[src/rtl/bk_add_stager_if.sv]
// Operand-in and result-out valid/ready bundle for bk_add_stager.
// The slave modport is the stage itself; master is its upstream/downstream environment.
interface bk_add_stager_if #(
  parameter int W = 12
);
  logic         in_valid;
  logic         in_ready;
  logic [W-1:0] in_a;
  logic [W-1:0] in_b;
  logic         out_valid;
  logic         out_ready;
  logic [W:0]   out_sum;

  modport slave (
    input  in_valid, in_a, in_b, out_ready,
    output in_ready, out_valid, out_sum
  );

  modport master (
    output in_valid, in_a, in_b, out_ready,
    input  in_ready, out_valid, out_sum
  );
endinterface

[src/rtl/bk_add_stager.sv]
// Operand register + result FIFO around the combinational Brent-Kung adder.
// Optional BK_STAGE_CNT_EN adds a 16-bit output-handshake counter port txn_cnt.
module bk_add_stager #(
  parameter int W     = 12,
  parameter int DEPTH = 4
) (
  input  logic             clk,
  input  logic             rst_n,
  bk_add_stager_if.slave   bus,
  output logic [2*W-1:0]   add_inputs,
  input  logic [W:0]       add_sum
`ifdef BK_STAGE_CNT_EN
  ,
  output logic [15:0]      txn_cnt
`endif
);
  localparam int AW = $clog2(DEPTH);
  localparam int CW = AW + 1;

  logic         opnd_v;
  logic [W-1:0] opnd_a;
  logic [W-1:0] opnd_b;
  logic [W:0]   mem [DEPTH];
  logic [AW-1:0] wr_ptr;
  logic [AW-1:0] rd_ptr;
  logic [CW-1:0] count;

  logic accept;
  logic pop;
  logic can_push;
  logic push;

  assign pop          = bus.out_valid & bus.out_ready;
  assign can_push     = (count < CW'(DEPTH)) | pop;
  assign push         = opnd_v & can_push;
  assign bus.in_ready = rst_n & (~opnd_v | can_push);
  assign accept       = bus.in_valid & bus.in_ready;
  assign bus.out_valid = (count != '0);
  assign bus.out_sum   = mem[rd_ptr];

  // Adder expects A/B bits interleaved: even positions A, odd positions B.
  always_comb begin
    add_inputs = '0;
    for (int unsigned i = 0; i < W; i++) begin
      add_inputs[2*i]   = opnd_a[i];
      add_inputs[2*i+1] = opnd_b[i];
    end
  end

  always_ff @(posedge clk or negedge rst_n) begin
    if (!rst_n) begin
      opnd_v <= 1'b0;
      opnd_a <= '0;
      opnd_b <= '0;
    end else begin
      if (accept) begin
        opnd_v <= 1'b1;
        opnd_a <= bus.in_a;
        opnd_b <= bus.in_b;
      end else if (push) begin
        opnd_v <= 1'b0;
      end
    end
  end

  // Storage is cleared on reset so out_sum reads zero while the FIFO is empty after reset.
  always_ff @(posedge clk or negedge rst_n) begin
    if (!rst_n) begin
      for (int unsigned i = 0; i < DEPTH; i++) mem[i] <= '0;
      wr_ptr <= '0;
      rd_ptr <= '0;
      count  <= '0;
    end else begin
      if (push) begin
        mem[wr_ptr] <= add_sum;
        wr_ptr      <= wr_ptr + AW'(1);
      end
      if (pop) rd_ptr <= rd_ptr + AW'(1);
      case ({push, pop})
        2'b10:   count <= count + CW'(1);
        2'b01:   count <= count - CW'(1);
        default: count <= count;
      endcase
    end
  end

`ifdef BK_STAGE_CNT_EN
  always_ff @(posedge clk or negedge rst_n) begin
    if (!rst_n) txn_cnt <= '0;
    else if (pop) txn_cnt <= txn_cnt + 16'd1;
  end
`endif
endmodule

[src/flat_wrapper.sv]
// flat-port wrapper written by rule: the top's interface ports become plain ports
module bk_add_stager_flat 
#(
  parameter int W     = 12,
  parameter int DEPTH = 4
)
  (clk, rst_n, add_inputs, add_sum, bus_in_valid, bus_in_a, bus_in_b, bus_out_ready, bus_in_ready, bus_out_valid, bus_out_sum);
  bk_add_stager_if #(.W(W)) bus_i ();
  input  logic clk;
  input  logic rst_n;
  output logic [2*W-1:0] add_inputs;
  input  logic [W:0] add_sum;
  input wire logic [$bits(bus_i.in_valid)-1:0] bus_in_valid;
  input wire logic [$bits(bus_i.in_a)-1:0] bus_in_a;
  input wire logic [$bits(bus_i.in_b)-1:0] bus_in_b;
  input wire logic [$bits(bus_i.out_ready)-1:0] bus_out_ready;
  output wire logic [$bits(bus_i.in_ready)-1:0] bus_in_ready;
  output wire logic [$bits(bus_i.out_valid)-1:0] bus_out_valid;
  output wire logic [$bits(bus_i.out_sum)-1:0] bus_out_sum;
  assign bus_i.in_valid = bus_in_valid;
  assign bus_i.in_a = bus_in_a;
  assign bus_i.in_b = bus_in_b;
  assign bus_i.out_ready = bus_out_ready;
  assign bus_in_ready = bus_i.in_ready;
  assign bus_out_valid = bus_i.out_valid;
  assign bus_out_sum = bus_i.out_sum;
  bk_add_stager #(.W(W), .DEPTH(DEPTH)) u_core (.clk(clk), .rst_n(rst_n), .bus(bus_i), .add_inputs(add_inputs), .add_sum(add_sum));
endmodule
[config.mk]
export PLATFORM = sky130hd
export DESIGN_NAME = bk_add_stager_flat
export DESIGN_NICKNAME = d
export VERILOG_FILES = /design/src/rtl/bk_add_stager_if.sv /design/src/rtl/bk_add_stager.sv /design/src/flat_wrapper.sv
export SDC_FILE = /design/constraint.sdc
export NUM_CORES = 1
export LEC_CHECK = 0
export BUFFER_PORTS_ARGS = -buffer_cell sky130_fd_sc_hd__buf_4
export CAP_MARGIN = 30
export CORE_MARGIN = 2
export CORE_UTILIZATION = 46
export CTS_BUF_LIST = sky130_fd_sc_hd__clkbuf_4
export CTS_CLUSTER_DIAMETER = 150
export DETAILED_ROUTE_END_ITERATION = 7
export GPL_TIMING_DRIVEN = 1
export MAX_ROUTING_LAYER = met4
export PLACE_DENSITY = 0.75
export SLEW_MARGIN = 25
export SYNTH_ARGS = -nofsm -noshare
export SYNTH_HDL_FRONTEND = slang
export SYNTH_SLANG_ARGS = --single-unit
export TNS_END_PERCENT = 50
[constraint.sdc]
create_clock -name clk -period 1.6 [get_ports clk]
set_input_delay 0.16 -clock clk [delete_from_list [all_inputs] [get_ports clk]]
set_output_delay 0.16 -clock clk [all_outputs]
set_load 0.05 [all_outputs]
==> reports/results.tsv, run 1 <==
metric	value	unit
mappedNetlistArea	3700	um^2
flow.area_growth_from_synthesis	40.6	%
mappedNetlistNets	264	
regToRegSetupSlack	-0.06	ns
dieHeight	93.7	um
route.final.wire_length	7.83	mm
wl_per_cell	17.0	um
critical_path_depth	3	
layout-drive-gt1-share	60.0	%
initial_utilization	47.6	%
rsz0062_at_grt	true	
boundaryPins	80	
clk_skew	0.0185	ns
via_count_of_the_first_global_routing_pass	2660	
tritoncts_num_sinks	84	
power_density	1970	nW/um^2
setup_ws	-0.253	ns
status	complete, but fails checks	
worst_ep_required_time	1.44	ns
cts-htree-levels	3	
antenna_found_initial	0	
num-nets-final	402	
synth.area.top_cells	sky130_fd_sc_hd__dfrtp_1 57%, sky130_fd_sc_hd__mux2_2 17%, sky130_fd_sc_hd__mux2_4 8.1%	
sum_of_buffers_and_inverters_on_the_critical_path	2	
n_antenna_cell	0	
worst_setup_path_startpoint	u_core.rd_ptr[0]$_DFFE_PN0P_	
ys_ff_latch	84	
worst_path_max_delay_cell	sky130_fd_sc_hd__mux4_2	
synth_seq_area_share	56.9	%
grt_max_degree	44	
cts_made_buffers	9	
synth_top_cell_area_share	56.9	%
crit_path_max_incr_delay	0.50	ns
worst_hold_startpoint	bus_out_ready	
worst_hold_path_type	primary input to register	
critPathLaunchType	register	
length_in_cells_of_the_worst_reg_to_reg_path	5	
max-clock-path-buffers	2	
violations	setup timing	
timing.final.crit_share	116	%
maxCapViolCount	0	
fin_util	66.9	%
core.rowCount	32	
grtUsageTotal	19.9	%
detail_route.vias_per_cell	5.03	
first_iter_violations	89	
dr.pass1.iters	4	
dpl.cell_count	403	
irDropWorstVdd	1.01	mV
dp.final_hpwl	4.83	mm
endpoint_kind	output pin	
path_class	register to output pin	
number_of_port_buffers	79	
fp.coreArea	7770	um^2
grt_pass1_wl	12.8	mm
power_leakage	2.42	nW
path_delay_family	multiplexers	
timing.critical_path.fanout_max	6	
number_of_design_rule_violations_left_after_detail_routing	0	
filler_instances	540	
gr-total-overflow	0	
power_total	0.0102	W
via_count	2322	
layoutNonFillerInstCount	462	
maxClockFrequency	0.540	GHz
cp.arrival	1.69	ns
clk_pin_slew	0.13	ns
cp_cell_sequence	clkbuf_16, mux4_2, buf_6	
antenna_violating_nets_post_route	0	
synth_largest_area_cell	sky130_fd_sc_hd__dfrtp_1	
tightestPinTransition	0.557	ns
die-width	93.7	um
report.final.hold_viol_count	0	
worst_slew_margin_rel	62.9	%
report.final.setup_viol	16	
final.min_clock_period	1.85	ns
clk-insertion-delay-late	0.41	ns
place.gp.congestion	0.748	
timing.rr.end	u_core.count[1]$_DFFE_PN0P_	
slew_violations	0	
cp-endpoint	bus_out_sum[0]	
syn_area_per_cell	17.0	um^2
ys_warn_count	0	
die_area	8770	um^2
clockRootBuffer	sky130_fd_sc_hd__clkbuf_4	
syn_inst	217	
rr_startpoint	u_core.count[2]$_DFFE_PN0P_	
tritoncts	done	
ys_types	23	
cell families after synthesis:
family | synth area share, %
XOR/XNOR | 1.42
adder cells (fa/ha/maj) | 2.23
multiplexers | 33.7
flip-flops | 56.9
AND/OR/NAND/NOR | 2.37
AO/OA/AOI/OAI | 0.271
buffers and inverters | 3.18
sequential cells by signal, summed over array words and instances, names as in the netlist:
name           flops
u_core.opnd_v      1
u_core.mem        52
u_core.rd_ptr      2
u_core.opnd_a     12
u_core.opnd_b     12
u_core.wr_ptr      2
u_core.count       3
per-layer routing:
layer  up-vias  GRT usage (%)  routed length, um
met5         -              -                  0
met4         0           7.97                161
met3        15           3.53                249
met2        52           33.5               4200
met1      1200           24.0               3220
li1       1055              -                  -
worst reg2reg max path: stages (launching register included):
cell                      delay (ns)
sky130_fd_sc_hd__dfrtp_2        0.47
sky130_fd_sc_hd__o31a_4         0.30
sky130_fd_sc_hd__ha_4           0.17
sky130_fd_sc_hd__inv_1          0.07
sky130_fd_sc_hd__fa_2           0.43
sky130_fd_sc_hd__mux2i_1        0.13
area by class of cell:
| type | instances | area, um^2 | share of cell area (%) |
|---|---|---|---|
| Sequential cell | 84 | 2110 | 40.5 |
| Multi-Input combinational cell | 118 | 1530 | 29.5 |
| Timing Repair Buffer | 137 | 1290 | 24.8 |
| Tap cell | 102 | 128 | 2.46 |
| Clock buffer | 10 | 75.1 | 1.44 |
| Clock inverter | 6 | 50.0 | 0.963 |
| Inverter | 5 | 18.8 | 0.361 |
Yosys cell counts:
master and count:
sky130_fd_sc_hd__and2_2 1, sky130_fd_sc_hd__buf_12 2, sky130_fd_sc_hd__buf_2 2, sky130_fd_sc_hd__buf_4 5, sky130_fd_sc_hd__buf_6 1, sky130_fd_sc_hd__dfrtp_1 84
sky130_fd_sc_hd__fa_1 1, sky130_fd_sc_hd__ha_1 5, sky130_fd_sc_hd__inv_1 5, sky130_fd_sc_hd__mux2_2 57, sky130_fd_sc_hd__mux2_4 20, sky130_fd_sc_hd__mux2i_1 1
sky130_fd_sc_hd__mux4_2 13, sky130_fd_sc_hd__nand2_1 4, sky130_fd_sc_hd__nand2b_2 1, sky130_fd_sc_hd__nand3_1 4, sky130_fd_sc_hd__nand3b_2 1, sky130_fd_sc_hd__nor2_1 1
sky130_fd_sc_hd__nor2b_4 1, sky130_fd_sc_hd__o31a_2 1, sky130_fd_sc_hd__or3_2 1, sky130_fd_sc_hd__xnor2_1 3, sky130_fd_sc_hd__xor2_1 3
worst min-delay path by stage:
stage / endpoint / cells after the start / slack (ns)
2_1_floorplan: u_core.count[0]$_DFFE_PN0P_ / 0 / -0.14
3_3_place_gp: u_core.opnd_b[1]$_DFFE_PN0P_ / 2 / 0.39
3_5_place_dp: u_core.opnd_a[11]$_DFFE_PN0P_ / 2 / 0.34
4_1_cts: u_core.opnd_v$_DFFE_PN0P_ / 3 / 0.0001
5_1_grt: u_core.opnd_v$_DFFE_PN0P_ / 3 / 0.05
6_report: u_core.opnd_v$_DFFE_PN0P_ / 3 / 0.07
layout by cell type (no fill, tap or decap):
master / count
sky130_fd_sc_hd__ha_4: 1
sky130_fd_sc_hd__nand3_1: 4
sky130_fd_sc_hd__xnor2_1: 3
sky130_fd_sc_hd__mux2_4: 23
sky130_fd_sc_hd__mux2_2: 54
sky130_fd_sc_hd__inv_6: 1
sky130_fd_sc_hd__mux4_2: 13
sky130_fd_sc_hd__clkinvlp_4: 2
sky130_fd_sc_hd__or3_2: 1
sky130_fd_sc_hd__buf_12: 7
sky130_fd_sc_hd__dfrtp_2: 3
sky130_fd_sc_hd__mux2i_1: 1
sky130_fd_sc_hd__nand2b_4: 1
sky130_fd_sc_hd__nor2_1: 1
sky130_fd_sc_hd__nand3b_4: 1
sky130_fd_sc_hd__nor2b_4: 1
sky130_fd_sc_hd__fa_2: 1
sky130_fd_sc_hd__nand2_4: 1
sky130_fd_sc_hd__buf_6: 15
sky130_fd_sc_hd__dfrtp_1: 81
sky130_fd_sc_hd__ha_1: 4
sky130_fd_sc_hd__clkinv_4: 3
sky130_fd_sc_hd__inv_1: 5
sky130_fd_sc_hd__clkbuf_4: 10
sky130_fd_sc_hd__and2_2: 1
sky130_fd_sc_hd__xor2_1: 3
sky130_fd_sc_hd__nand2_1: 3
sky130_fd_sc_hd__o31a_4: 1
sky130_fd_sc_hd__buf_4: 75
sky130_fd_sc_hd__clkbuf_16: 1
sky130_fd_sc_hd__dlygate4sd3_1: 39
power by group:
group	internal (W)	switching, W
clock network	0.000350	0.000749
logic	0.00270	0.00284
registers	0.00301	0.000567
total	0.00606	0.00416
metrics by stage:
stage          setup TNS (ns)  hold WS [ns]  setup slack [ns]  area [um^2]
6_report                -3.34        0.0664            -0.253         5200
4_1_cts                 -4.01      0.000120            -0.301         5130
5_1_grt                 -4.55        0.0493            -0.319         5200
3_3_place_gp                0         0.391           0.00791         4530
3_5_place_dp          -0.0792         0.340           -0.0513         4550
2_1_floorplan               0        -0.136           0.00167         3720
what timing repair did:
action | CTS | global route
endpoints found under the hold margin | 117 | 1
hold buffers | 38 | 1
gates resized for setup | 18 | 5
setup buffers | 2 | 1
endpoints found under the setup margin | 17 | 21
gates cloned | 0 | 1
pin swaps | 1 | 1
No activity file was read; power rests on OpenSTA's default activity.
==> run 2: changes to the inputs <==
- PLACE_DENSITY: 0.75 -> 0.8
==> run 2 against run 1 <==
Effect of this change:
- the flow still finishes with violations (setup timing)
- via count shrank 2.2%
- final cell count is the same
- maximum frequency shrank 0.12%
- clock power is essentially flat
- total power shrank 1.1%
- die area is the same
- register-to-register slack is essentially flat
- sequential cell count is the same
- clock-buffer cell count is the same
- critical path depth is the same
- combinational power shrank 2%
- critical path type unchanged
- largest power group unchanged
==> reports/results.tsv, run 2 (same netlist as run 1, synthesis figures left out) <==
metric	value	unit	change
status	complete, but fails checks		
violations	setup timing		
grt_pass1_wl	12.4	mm	-3.6%
layout.cell_area.non_filler	5130	um^2	-1.3%
num-nets-final	401		-0.25%
first_iter_violations	74		-17%
final.min_clock_period	1.86	ns	+0.00231 ns
final_common_cell	sky130_fd_sc_hd__dfrtp_1		
flow.area_growth_from_synthesis	38.8	%	
antenna_found_initial	1		+1
path_delay_family	multiplexers		
tritoncts	done		
worst_path_max_delay_cell	sky130_fd_sc_hd__mux4_2		
slew_violations	0		unchanged
detail_route.vias_per_cell	4.92		-2.2%
timing.critical_path.fanout_max	7		+1
irDropWorstVdd	1.37	mV	+35%
detailed_place.area	4530	um^2	-0.33%
max_flop_register	u_core.mem		
power_leakage	2.38	nW	-1.8%
number_of_port_buffers	79		unchanged
antenna_violating_nets_post_route	0		unchanged
dp_slack	-0.0261	ns	+0.0252 ns
dr.pass1.iters	4		unchanged
route.final.wire_length	7.19	mm	-8.1%
whs	0.0625	ns	-0.00392 ns
cp-endpoint	bus_out_sum[12]		
initial_utilization	47.6	%	unchanged
cts_made_buffers	9		unchanged
regToRegSetupSlack	-0.05	ns	about the same
worst_hold_path_type	primary input to register		
cts-htree-levels	3		unchanged
worst_slew_margin_rel	49.8	%	-13 points
grt_max_degree	62		+41%
number_of_design_rule_violations_left_after_detail_routing	0		unchanged
layout_top_registers	u_core.mem (52), u_core.opnd_a (12), u_core.opnd_b (12)		
largest_register_ff_count	52		unchanged
timing.rr.end	u_core.count[2]$_DFFE_PN0P_		
report.final.hold_viol_count	0		unchanged
path_class	register to output pin		
report.final.setup_viol	16		unchanged
length_in_cells_of_the_worst_reg_to_reg_path	7		+2
worst_setup_path_startpoint	u_core.rd_ptr[0]$_DFFE_PN0P_		
grtUsageTotal	18.9	%	-0.95 points
tritoncts_num_sinks	84		unchanged
via_count	2271		-2.2%
maxCapViolCount	0		unchanged
critPathLaunchType	register		
crit_path_max_incr_delay	0.53	ns	+0.03 ns
timing.final.crit_share	116	%	+0.14 points
critical_path_depth	3		unchanged
die_area	8770	um^2	unchanged
die-width	93.7	um	unchanged
most-common-layout-cells	81 x sky130_fd_sc_hd__dfrtp_1, 75 x sky130_fd_sc_hd__buf_4, 57 x sky130_fd_sc_hd__mux2_2, 39 x sky130_fd_sc_hd__dlygate4sd3_1, 20 x sky130_fd_sc_hd__mux2_4		
setup_buffers_after_cts	0		-2
clk_skew	0.0162	ns	-0.00221 ns
worst_ep_required_time	1.44	ns	about the same
core.rowCount	32		unchanged
dp.final_hpwl	4.88	mm	+1.1%
endpoint_kind	output pin		
fp.coreArea	7770	um^2	unchanged
power_density	1970	nW/um^2	+0.20%
sum_of_buffers_and_inverters_on_the_critical_path	2		unchanged
layout-drive-gt1-share	59.1	%	-0.95 points
dieHeight	93.7	um	unchanged
maxClockFrequency	0.539	GHz	-0.12%
setup_ws	-0.256	ns	-0.00231 ns
cp_cell_sequence	buf_12, mux4_2, buf_6		
clk-insertion-delay-late	0.41	ns	about the same
tightestPinTransition	0.752	ns	+0.195 ns
min_delay_path_depth	3		unchanged
clk_pin_slew	0.12	ns	about the same
wl_per_cell	15.6	um	-8.1%
max-clock-path-buffers	2		unchanged
rr_startpoint	u_core.count[1]$_DFFE_PN0P_		
rsz0062_at_grt	true		
clockRootBuffer	sky130_fd_sc_hd__clkbuf_4		
cp.arrival	1.70	ns	about the same
via_count_of_the_first_global_routing_pass	2468		-7.2%
place.gp.congestion	0.744		-0.57%
boundaryPins	80		unchanged
gr-total-overflow	0		unchanged
[run 2: cell types whose count changed in the layout (fill, tap and decap cells not counted), sizes merged]
cell	delta
clkinv	+1
diode	+1
clkinvlp	-1
clkbuf	-1
inv	-1
bufinv	+1
[run 2: worst min-delay path by stage]
stage,startpoint,endpoint
4_1_cts,bus_out_ready,u_core.opnd_v$_DFFE_PN0P_
2_1_floorplan,rst_n,u_core.count[0]$_DFFE_PN0P_
3_3_place_gp,rst_n,u_core.opnd_a[2]$_DFFE_PN0P_
6_report,bus_out_ready,u_core.opnd_v$_DFFE_PN0P_
3_5_place_dp,rst_n,u_core.opnd_a[6]$_DFFE_PN0P_
5_1_grt,bus_out_ready,u_core.opnd_v$_DFFE_PN0P_
[run 2: report_power, final]
group / switching, W / leakage [nW] / internal, W
Combinational: 0.00279 / 1.31 / 0.00262
Clock: 0.000650 / 0.0712 / 0.000480
Sequential: 0.000558 / 0.998 / 0.00301
Total: 0.00400 / 2.38 / 0.00611
[run 2: per-stage QoR]
step           TNS [ns]  utilization (%)  total power, W  cells
2_1_floorplan         0                -         0.00719    217
3_3_place_gp          0             58.3         0.00852    406
3_5_place_dp    -0.0398             58.3         0.00867    406
4_1_cts           -3.76             65.9          0.0102    461
5_1_grt           -4.56             66.1          0.0107    462
6_report          -3.25             66.1          0.0101    462
[run 2: tightest hold or removal path, stage by stage]
cell and delay [ns]:
sky130_fd_sc_hd__buf_4 0.09, sky130_fd_sc_hd__nand3b_2 0.13, sky130_fd_sc_hd__nand2_1 0.05
[run 2: final cells by class]
type	count	area [um^2]
Timing Repair Buffer	136	1240
Sequential cell	84	2110
Clock buffer	10	75.1
Tap cell	102	128
Fill cell	571	2640
Multi-Input combinational cell	118	1500
Inverter	5	18.8
Antenna cell	1	2.50
Clock inverter	6	55.1
[run 2: repair_timing]
action	4_1_cts	5_1_grt
hold endpoints to repair	154	0
gates resized for setup	19	4
endpoints found under the setup margin	17	17
hold buffers	39	0
[run 2: routing by layer]
metal | wire length, um | up-vias | global-route usage, %
met3 | 231 | 7 | 4.65
li1 | - | 1061 | -
met1 | 2970 | 1166 | 23.7
met5 | 0 | - | -
met2 | 3900 | 37 | 30.7
met4 | 86 | 0 | 6.16
==> run 3: changes to the inputs <==
- CORE_UTILIZATION: 46 -> 51
- PLACE_DENSITY: 0.8 -> 0.87
- SLEW_MARGIN: 25 -> unset
==> run 3 against run 2 <==
Effect of this change:
- the flow still finishes with violations (setup timing)
- critical path depth unchanged
- sequential share of layout area decreased by 0.62 points
- combinational power increased by 2%
- sequential cell count unchanged
- clock skew increased by 0.0011 ns
- design area increased by 1.4%
- total power increased by 4.9%
- wire length increased by 13%
==> reports/results.tsv, run 3 (same netlist as run 1, synthesis figures left out) <==
metric	value	unit	change
dr.pass1.iters	4		unchanged
violations	setup timing		
final.min_clock_period	1.88	ns	+0.0271 ns
endpoint_kind	output pin		
length_in_cells_of_the_worst_reg_to_reg_path	7		unchanged
max_flop_register	u_core.mem		
regToRegSetupSlack	-0.10	ns	-0.05 ns
grt_max_degree	66		+6.5%
antenna_found_initial	0		-1
n_antenna_cell	0		-1
dpl.cell_count	404		-0.49%
rsz0062_at_grt	true		
cts-htree-levels	3		unchanged
timing.final.crit_share	118	%	+1.7 points
clk-insertion-delay-late	0.43	ns	+0.02 ns
irDropWorstVdd	1.10	mV	-20%
place.gp.congestion	0.774		+4.0%
status	complete, but fails checks		
worst_hold_path_type	primary input to asynchronous set/reset pin		
gr-total-overflow	0		unchanged
flow.area_growth_from_synthesis	40.8	%	
dp.final_hpwl	4.98	mm	+2.0%
power_density	2040	nW/um^2	+3.4%
via_count	2334		+2.8%
maxClockFrequency	0.531	GHz	-1.4%
layoutNonFillerInstCount	458		-0.87%
filler_instances	430		-25%
maxCapViolCount	0		unchanged
number_of_port_buffers	79		unchanged
slew_violations	0		unchanged
antenna_violating_nets_post_route	0		unchanged
initial_utilization	51.8	%	+4.2 points
dieHeight	89.1	um	-4.8%
num-nets-final	401		unchanged
path_class	register to output pin		
tightestPinTransition	0.789	ns	+0.0368 ns
tritoncts_num_sinks	84		unchanged
setup_buffers_after_cts	0		unchanged
critPathLaunchType	register		
tritoncts	done		
via_count_of_the_first_global_routing_pass	2511		+1.7%
first_iter_violations	85		+15%
setup_ws	-0.283	ns	-0.0271 ns
max-clock-path-buffers	2		unchanged
grtUsageTotal	22.5	%	+3.5 points
clockRootBuffer	sky130_fd_sc_hd__clkbuf_4		
cts_made_buffers	9		unchanged
whs	0.0190	ns	-0.0435 ns
worst_slew_margin_rel	47.4	%	-2.5 points
report.final.setup_viol	16		unchanged
largest_register_ff_count	52		unchanged
route.final.wire_length	8.11	mm	+13%
cp.arrival	1.72	ns	+0.02 ns
fp.coreArea	7140	um^2	-8.1%
layout_top_registers	u_core.mem (52), u_core.opnd_a (12), u_core.opnd_b (12)		
boundaryPins	80		unchanged
worst_ep_required_time	1.44	ns	about the same
power_leakage	2.43	nW	+2.3%
clk_pin_slew	0.14	ns	+0.02 ns
detail_route.vias_per_cell	5.10		+3.7%
number_of_design_rule_violations_left_after_detail_routing	0		unchanged
report.final.hold_viol_count	0		unchanged
core.rowCount	31		-3.1%
wl_per_cell	17.7	um	+14%
timing.rr.end	u_core.count[2]$_DFFE_PN0P_		
clk_skew	0.0174	ns	+0.00114 ns
layout-drive-gt1-share	59.3	%	+0.28 points
most-common-layout-cells	83 x sky130_fd_sc_hd__dfrtp_1, 75 x sky130_fd_sc_hd__buf_4, 57 x sky130_fd_sc_hd__mux2_2, 37 x sky130_fd_sc_hd__dlygate4sd3_1, 20 x sky130_fd_sc_hd__mux2_4		
rr_startpoint	u_core.count[2]$_DFFE_PN0P_		
final_common_cell	sky130_fd_sc_hd__dfrtp_1		
grt_pass1_wl	12.8	mm	+3.4%
die-width	89.1	um	-4.8%
timing.critical_path.fanout_max	6		-1
die_area	7950	um^2	-9.4%
-- run 3: cell count changes in the layout (fill, tap and decap cells not counted), moves of 2 or more --
| cell | change |
|---|---|
| sky130_fd_sc_hd__clkinv_2 | -2 |
| sky130_fd_sc_hd__inv_6 | +2 |
| sky130_fd_sc_hd__dlygate4sd3_1 | -2 |
| sky130_fd_sc_hd__dfrtp_2 | -2 |
| sky130_fd_sc_hd__dfrtp_1 | +2 |
| sky130_fd_sc_hd__bufinv_16 | +2 |
| sky130_fd_sc_hd__clkinv_1 | -2 |
-- run 3: layout make-up --
| cell class | count | area (um^2) | area share (%) |
|---|---|---|---|
| Sequential cell | 84 | 2100 | 40.4 |
| Multi-Input combinational cell | 118 | 1510 | 29.1 |
| Timing Repair Buffer | 136 | 1260 | 24.1 |
| Tap cell | 99 | 124 | 2.38 |
| Clock inverter | 7 | 123 | 2.36 |
| Clock buffer | 9 | 67.6 | 1.30 |
| Inverter | 5 | 18.8 | 0.361 |
-- run 3: worst max-delay path by stage --
stage	start	end	slack (ns)	depth (start not counted)
after CTS	u_core.rd_ptr[0]$_DFFE_PN0P_	bus_out_sum[5]	-0.30	3
final	u_core.rd_ptr[0]$_DFFE_PN0P_	bus_out_sum[5]	-0.28	3
after global placement	u_core.count[2]$_DFFE_PN0P_	u_core.count[2]$_DFFE_PN0P_	0.01	7
after global routing	u_core.rd_ptr[0]$_DFFE_PN0P_	bus_out_sum[5]	-0.36	3
after detailed placement	u_core.count[2]$_DFFE_PN0P_	u_core.count[2]$_DFFE_PN0P_	-0.08	7
after floorplan	u_core.count[2]$_DFFE_PN0P_	u_core.count[2]$_DFFE_PN0P_	0.002	7
-- run 3: worst max-delay path: stages (launching register included) --
cell and delay [ns]:
sky130_fd_sc_hd__dfrtp_1 0.43, sky130_fd_sc_hd__buf_6 0.17, sky130_fd_sc_hd__mux4_2 0.53, sky130_fd_sc_hd__buf_6 0.17
-- run 3: repair_timing --
item	4_1_cts	5_1_grt
gates resized for setup	17	6
endpoints found under the setup margin	17	17
hold buffers	38	0
gates cloned	0	0
pin swaps	1	0
hold endpoints to repair	159	0
-- run 3: per-layer routing --
layer | wire [um] | GRT usage (%) | vias to the layer above | share of wire [%]
met5 | 0 | - | - | 0
met4 | 95 | 6.11 | 0 | 1.2
met3 | 177 | 4.06 | 7 | 2.2
met2 | 4260 | 36.1 | 38 | 53
met1 | 3570 | 29.7 | 1235 | 44
li1 | - | - | 1054 | -
-- run 3: report_power, final --
part	switching, W	internal [W]	leakage (nW)
clock network	0.000776	0.000801	0.0932
registers	0.000507	0.00301	1.00
logic	0.00291	0.00261	1.34
-- run 3: metrics by stage --
stage | area [um^2] | setup WS, ns | TNS [ns] | utilization (%) | power (W)
4_1_cts | 5180 | -0.304 | -4.27 | 72.6 | 0.0106
5_1_grt | 5200 | -0.356 | -4.89 | 72.9 | 0.0111
3_3_place_gp | 4550 | 0.0121 | 0 | 63.7 | 0.00850
3_5_place_dp | 4550 | -0.0783 | -0.0882 | 63.7 | 0.00867
2_1_floorplan | 3720 | 0.00167 | 0 | - | 0.00719
6_report | 5200 | -0.283 | -3.69 | 72.9 | 0.0106
